<file path="src/rtl/traffic_pkg.sv">
// Shared definitions for the traffic-light controller lamp stage:
// light codes, fault codes, lamp patterns and the lamp FSM state enum.
package traffic_pkg;

  // 2-bit light codes produced by the controller
  localparam logic [1:0] LIGHT_RED = 2'b00;
  localparam logic [1:0] LIGHT_YEL = 2'b01;
  localparam logic [1:0] LIGHT_GRN = 2'b10;
  localparam logic [1:0] LIGHT_INV = 2'b11;

  // Latched fault cause, first cause wins
  localparam logic [1:0] FLT_NONE     = 2'b00;
  localparam logic [1:0] FLT_CONFLICT = 2'b01;
  localparam logic [1:0] FLT_SEQ      = 2'b10;
  localparam logic [1:0] FLT_INVALID  = 2'b11;

  // Lamp enables, {red,yellow,green}
  localparam logic [2:0] LAMP_RED = 3'b100;
  localparam logic [2:0] LAMP_YEL = 3'b010;
  localparam logic [2:0] LAMP_GRN = 3'b001;
  localparam logic [2:0] LAMP_OFF = 3'b000;
  localparam logic [2:0] LAMP_ALL = 3'b111;

  typedef enum logic [1:0] {
    ST_NORMAL    = 2'b00,
    ST_FAULT_ON  = 2'b01,
    ST_FAULT_OFF = 2'b10
  } lamp_state_e;

  // Light code to one-hot lamp pattern; the invalid code shows red
  function automatic logic [2:0] decode_light(input logic [1:0] code);
    logic [2:0] lamps;
    case (code)
      LIGHT_YEL: lamps = LAMP_YEL;
      LIGHT_GRN: lamps = LAMP_GRN;
      default:   lamps = LAMP_RED;
    endcase
    return lamps;
  endfunction

endpackage

</file>
<file path="src/rtl/traffic_lamp_driver_seq_check.sv">
// Per-approach legality check on one registered light-code sample:
// flags the invalid code and any prev->cur transition that is not
// "same", red->green, green->yellow or yellow->red.
module lamp_seq_check
  import traffic_pkg::*;
(
  input  logic [1:0] prev_i,
  input  logic [1:0] cur_i,
  output logic       invalid_o,
  output logic       illegal_o
);

  assign invalid_o = (cur_i == LIGHT_INV);

  // Whitelist of legal phase transitions; everything else is illegal
  always_comb begin
    illegal_o = 1'b1;
    if (prev_i == cur_i) begin
      illegal_o = 1'b0;
    end else begin
      case ({prev_i, cur_i})
        {LIGHT_RED, LIGHT_GRN},
        {LIGHT_GRN, LIGHT_YEL},
        {LIGHT_YEL, LIGHT_RED}: illegal_o = 1'b0;
        default:                illegal_o = 1'b1;
      endcase
    end
  end

endmodule

</file>
<file path="src/rtl/traffic_lamp_driver.sv">
// Lamp driver: registers the controller's light codes, checks them for
// conflicts, illegal sequences and invalid codes, and drives one-hot lamps.
// Any violation latches a fault and flashes red on both approaches until
// fault_clr is given while both approaches sample red.
// Optional macro LAMP_TEST_EN adds a lamp_test input that lights all lamps
// in NORMAL. dbg_state exposes the lamp FSM state.
// Handshake: none; inputs are sampled every cycle, outputs are valid every
// cycle, input-to-lamp latency is two clock edges.
module traffic_lamp_driver
  import traffic_pkg::*;
#(
  parameter int FLASH_HALF = 25000000
) (
  input  logic        clk,
  input  logic        rst,
  input  logic [1:0]  main_light,
  input  logic [1:0]  side_light,
  input  logic        fault_clr,
`ifdef LAMP_TEST_EN
  input  logic        lamp_test,
`endif
  output logic [2:0]  main_rgy,
  output logic [2:0]  side_rgy,
  output logic        fault,
  output logic [1:0]  fault_code,
  output lamp_state_e dbg_state
);

  localparam int CW = $clog2(FLASH_HALF + 1);
  localparam logic [CW-1:0] CNT_LAST = CW'(FLASH_HALF - 1);

  lamp_state_e   state_q, state_d;
  logic [CW-1:0] cnt_q, cnt_d;
  logic [1:0]    cur_m_q, cur_m_d, cur_s_q, cur_s_d;
  logic [1:0]    prev_m_q, prev_m_d, prev_s_q, prev_s_d;
  logic [2:0]    main_q, main_d, side_q, side_d;
  logic          fault_q, fault_d;
  logic [1:0]    code_q, code_d;

  logic inv_m, inv_s, ill_m, ill_s;
  logic [1:0] cause;
  logic clr_ok;

  lamp_seq_check u_chk_main (
    .prev_i    (prev_m_q),
    .cur_i     (cur_m_q),
    .invalid_o (inv_m),
    .illegal_o (ill_m)
  );

  lamp_seq_check u_chk_side (
    .prev_i    (prev_s_q),
    .cur_i     (cur_s_q),
    .invalid_o (inv_s),
    .illegal_o (ill_s)
  );

  // Fault cause on the current sample, invalid > conflict > sequence
  always_comb begin
    cause = FLT_NONE;
    if (inv_m || inv_s) begin
      cause = FLT_INVALID;
    end else if ((cur_m_q != LIGHT_RED) && (cur_s_q != LIGHT_RED)) begin
      cause = FLT_CONFLICT;
    end else if (ill_m || ill_s) begin
      cause = FLT_SEQ;
    end
  end

  assign clr_ok = fault_clr && (cur_m_q == LIGHT_RED) && (cur_s_q == LIGHT_RED);

  // Next-state, flash timing and registered lamp outputs
  always_comb begin
    state_d  = state_q;
    cnt_d    = cnt_q;
    main_d   = main_q;
    side_d   = side_q;
    fault_d  = fault_q;
    code_d   = code_q;
    cur_m_d  = main_light;
    cur_s_d  = side_light;
    prev_m_d = cur_m_q;
    prev_s_d = cur_s_q;
    case (state_q)
      ST_NORMAL: begin
        if (cause != FLT_NONE) begin
          // The violating sample is never displayed
          state_d = ST_FAULT_ON;
          fault_d = 1'b1;
          code_d  = cause;
          main_d  = LAMP_RED;
          side_d  = LAMP_RED;
          cnt_d   = '0;
        end else begin
          main_d = decode_light(cur_m_q);
          side_d = decode_light(cur_s_q);
`ifdef LAMP_TEST_EN
          if (lamp_test) begin
            main_d = LAMP_ALL;
            side_d = LAMP_ALL;
          end
`endif
        end
      end
      ST_FAULT_ON, ST_FAULT_OFF: begin
        if (clr_ok) begin
          // Clear wins over the flash toggle on the same edge
          state_d  = ST_NORMAL;
          fault_d  = 1'b0;
          code_d   = FLT_NONE;
          main_d   = LAMP_RED;
          side_d   = LAMP_RED;
          cnt_d    = '0;
          prev_m_d = LIGHT_RED;
          prev_s_d = LIGHT_RED;
        end else if (cnt_q == CNT_LAST) begin
          cnt_d   = '0;
          state_d = (state_q == ST_FAULT_ON) ? ST_FAULT_OFF : ST_FAULT_ON;
          main_d  = (state_q == ST_FAULT_ON) ? LAMP_OFF : LAMP_RED;
          side_d  = main_d;
        end else begin
          cnt_d  = cnt_q + CW'(1);
          main_d = (state_q == ST_FAULT_ON) ? LAMP_RED : LAMP_OFF;
          side_d = main_d;
        end
      end
      default: begin
        state_d = ST_NORMAL;
        main_d  = LAMP_RED;
        side_d  = LAMP_RED;
        cnt_d   = '0;
      end
    endcase
  end

  // State and sample registers with synchronous reset
  always_ff @(posedge clk) begin
    if (rst) begin
      state_q  <= ST_NORMAL;
      cnt_q    <= '0;
      cur_m_q  <= LIGHT_RED;
      cur_s_q  <= LIGHT_RED;
      prev_m_q <= LIGHT_RED;
      prev_s_q <= LIGHT_RED;
      main_q   <= LAMP_RED;
      side_q   <= LAMP_RED;
      fault_q  <= 1'b0;
      code_q   <= FLT_NONE;
    end else begin
      state_q  <= state_d;
      cnt_q    <= cnt_d;
      cur_m_q  <= cur_m_d;
      cur_s_q  <= cur_s_d;
      prev_m_q <= prev_m_d;
      prev_s_q <= prev_s_d;
      main_q   <= main_d;
      side_q   <= side_d;
      fault_q  <= fault_d;
      code_q   <= code_d;
    end
  end

  assign main_rgy   = main_q;
  assign side_rgy   = side_q;
  assign fault      = fault_q;
  assign fault_code = code_q;
  assign dbg_state  = state_q;

endmodule
</file>
<file path="config.mk">
export PLATFORM = sky130hd
export DESIGN_NAME = traffic_lamp_driver
export DESIGN_NICKNAME = d
export VERILOG_FILES = /design/src/rtl/traffic_pkg.sv /design/src/rtl/traffic_lamp_driver_seq_check.sv /design/src/rtl/traffic_lamp_driver.sv
export SDC_FILE = /design/constraint.sdc
export NUM_CORES = 1
export LEC_CHECK = 0
export CAP_MARGIN = 40
export CORE_ASPECT_RATIO = 0.6
export CORE_UTILIZATION = 45
export DETAILED_ROUTE_END_ITERATION = 10
export GPL_TIMING_DRIVEN = 1
export PLACE_DENSITY = 0.69
export RECOVER_POWER = 25
export SLEW_MARGIN = 30
export SYNTH_ARGS = -nofsm -noshare
export SYNTH_HDL_FRONTEND = slang
export SYNTH_SLANG_ARGS = --single-unit
</file>
<file path="constraint.sdc">
create_clock -name clk -period 3.15 [get_ports clk]
set_clock_uncertainty 0.2 [all_clocks]
set_input_delay 0.63 -clock clk [delete_from_list [all_inputs] [get_ports clk]]
set_output_delay 0.63 -clock clk [all_outputs]
set_load 0.01 [all_outputs]
</file>
==> metrics.md <==
| Metric | Value |
|---|---|
| Status | completed |
| Area of placed instances | 2460 um2 |
| Synth area leader | dfxtp_1 |
| CTS buffer count | 5 |
| DPL Wire Length | 3630 um |
| Adder-cell share of the synthesized area | 7.83% |
| Largest net degree at the start of global routing | 26 |
| Synth Area per Inst | 9.03 um2 |
| DR vias | 1814 |
| Final setup fails | 0 |
| Initial antenna violation count | 0 |
| Hold Crit Start | fault_code[1]$_SDFFE_PP0P_ |
| Yosys reg bits | 44 |
| Io pins | 18 |
| Critical path endpoint category | register |
| DIE HEIGHT | 56.6 um |
| Slew HR | 64.7% |
| Vias in the first global route | 1604 |
| Critical Path Fanout Max | 12 |
| Post-synth net total | 269 |
| Post CTS Setup Buffer Count | 0 |
| All-Layer GR Usage | 20.3% |
| Post-synth top cells | 44 x dfxtp_1, 22 x nor2_1, 18 x o21ai_0, 16 x xor2_1, 15 x a21oi_1 |
| Final GP Congestion | 0.816 |
| Power Dens Cells | 556 nW/um2 |
| Final setup TNS | 0 ns |
| Least-Margin Pin Slew | 0.530 ns |
| Die span in x | 93.1 um |
| Synth top area share | 39.4% |
| Maximum VDD drop | 0.466 mV |
| Critical path type | reg -> reg |
| CTS tree | done |
| Worst Path Arrival | 2.87 ns |
| H-Tree Level Count | 2 |
| Simple-gate portion of the synthesized area | 24.4% |
| Crit. Startpoint | cur_m_q[0]$_SDFF_PP0_ |
| Clk buf depth | 2 |
| Final Hold Fails | 0 |
| Max Cap Viol | 0 |
| Cell with the most instances after synthesis | dfxtp_1 |
| EDFF count, synth | 0 |
| Hold Crit Class | reg -> reg |
| R2R Path Start | cur_m_q[0]$_SDFF_PP0_ |
| CP required | 3.17 ns |
| Clk pin slew, worst setup/hold paths | 0.08 ns |
| P_leak | 0.948 nW |
| Area growth from synthesis to layout | 14.0% |
| Synth Area in Compound Gates | 16.5% |
| Startpoint Class | register |
| Final worst path period share | 90.3% |
| Post-synthesis sequential area ratio | 39.4% |
| N_diodes | 0 |
| Row count | 19 |
| Drt pass-1 iters | 4 |
| Iteration-0 DRC Markers | 99 |
| Final slew viol count | 0 |
| RSZ-0062 raised after global routing | false |
| Post-route cell area | 2550 um2 |
| Netlist cell types | 47 |
| Routed WL | 4900 um |
| Ys flop type | dfxtp_1 |
| Synth Cell Area | 2240 um2 |
| Port bufs | 17 |
| Remaining global-route overflow | 0 |
| DRC errors left | 0 |
| PostCTS Resize Cnt | 0 |
| Number of nets with antenna violations after routing | 0 |
| Post-Synth XOR/XNOR Area | 6.65% |
| Top cells by area, synth | dfxtp_1 39%, ha_1 7.8%, xor2_1 6.3% |
| Worst hold margin | 0.270 ns |
| Clock Latency Late Sink | 0.29 ns |
| Async set or reset register ratio after synthesis | 0% |
| Pwr Total | 0.00142 W |
| Nets | 288 |
| Hold_buf cts | 0 |
| Clock root buffer | clkbuf_8 |
| Max Clock Freq | 351 MHz |
| Yosys warnings | 0 |
| First-pass GRT wire length | 8200 um |
| Final Critical Period | 2.84 ns |
| Die area | 5270 um2 |
| Largest family of logic cells by synthesized area | simple AND/OR/NAND/NOR gates |
| Cells after Synth | 248 |
| Starting density of the core | 47.8% |
| Mux cell area share after synthesis | 1.34% |
| Share of cells above drive strength 1 | 9.70% |
| Core Region | 4680 um2 |
| Routed vias/inst | 5.48 |
| Clk sink count | 44 |
| Routed len/inst | 14.8 um |
[cell usage in the layout (no fill, tap or decap), types with 4 or more instances in the layout]
cell / instances
a21oi_1: 15
and3_1: 6
clkbuf_8: 6
clkdlybuf4s50_1: 11
dfxtp_1: 44
dlygate4sd3_1: 6
ha_1: 14
inv_1: 9
nand2_1: 14
nand3_1: 6
nor2_1: 22
nor2b_1: 8
nor3_1: 7
o2111ai_1: 4
o21ai_0: 18
o31ai_1: 4
or3_1: 8
xor2_1: 16
[power by group]
part	internal, W	switching, W
Clock	0.000175	0.000185
Sequential	0.000599	0.0000340
Combinational	0.000175	0.000252
[per-layer routing]
metal  vias up  share of wire, %  track usage, %
li1        918                 -               -
met1       849                57            33.3
met5         -                 0               0
met2        43                37            25.5
met4         0              0.61            3.74
met3         4               5.7            5.42
[cell families (layout without fill, tap and decap cells)]
group | Yosys count | count (layout)
xor+xnor | 17 | 17
flops | 44 | 44
mux | 3 | 3
fa+ha+maj | 14 | 14
simple gates | 95 | 95
compound gates | 57 | 57
buf+inv | 18 | 38
[flip-flops by register name, indices dropped and copies added (netlist names)]
| register | flops |
|---|---|
| cnt_q | 25 |
| cur_m_q | 2 |
| cur_s_q | 2 |
| dbg_state | 2 |
| fault | 1 |
| fault_code | 2 |
| main_rgy | 3 |
| prev_m_q | 2 |
| prev_s_q | 2 |
| side_rgy | 3 |
[final cells by class]
cell class	instances	area [um2]
clock buffer	6	82.6
clock inverter	2	10.0
fill	433	2130
inverter	9	33.8
multi-input combinational	186	1270
sequential	44	881
tap	63	78.8
timing repair buffer	21	196
[path summary, 6_finish.rpt]
check	slack, ns	endpoint	depth (start not counted)
worst min-delay path	0.27	fault_code[1]$_SDFFE_PP0P_	2
worst max-delay path	0.31	cnt_q[14]$_SDFFE_PP0P_	8
worst min register to register	0.27	fault_code[1]$_SDFFE_PP0P_	2
worst max register to register	0.31	cnt_q[14]$_SDFFE_PP0P_	8
[critical path, stage by stage (launching register included)]
cell	delay [ns]
dfxtp_1	0.44
inv_1	0.14
ha_1	0.29
mux2i_1	0.17
o22ai_1	0.11
o22ai_2	0.45
o211ai_2	0.30
or4b_1	0.53
a21oi_1	0.15
[metrics by stage]
| stage | util (%) | instances | worst slack, ns |
|---|---|---|---|
| floorplan | - | 248 | 0.856 |
| global placement | 52.6 | 323 | 0.525 |
| detailed placement | 52.6 | 323 | 0.389 |
| CTS | 54.6 | 331 | 0.348 |
| global route | 54.5 | 331 | 0.129 |
| finish | 54.5 | 331 | 0.305 |
Note: power is estimated with default switching activity, not from simulation.
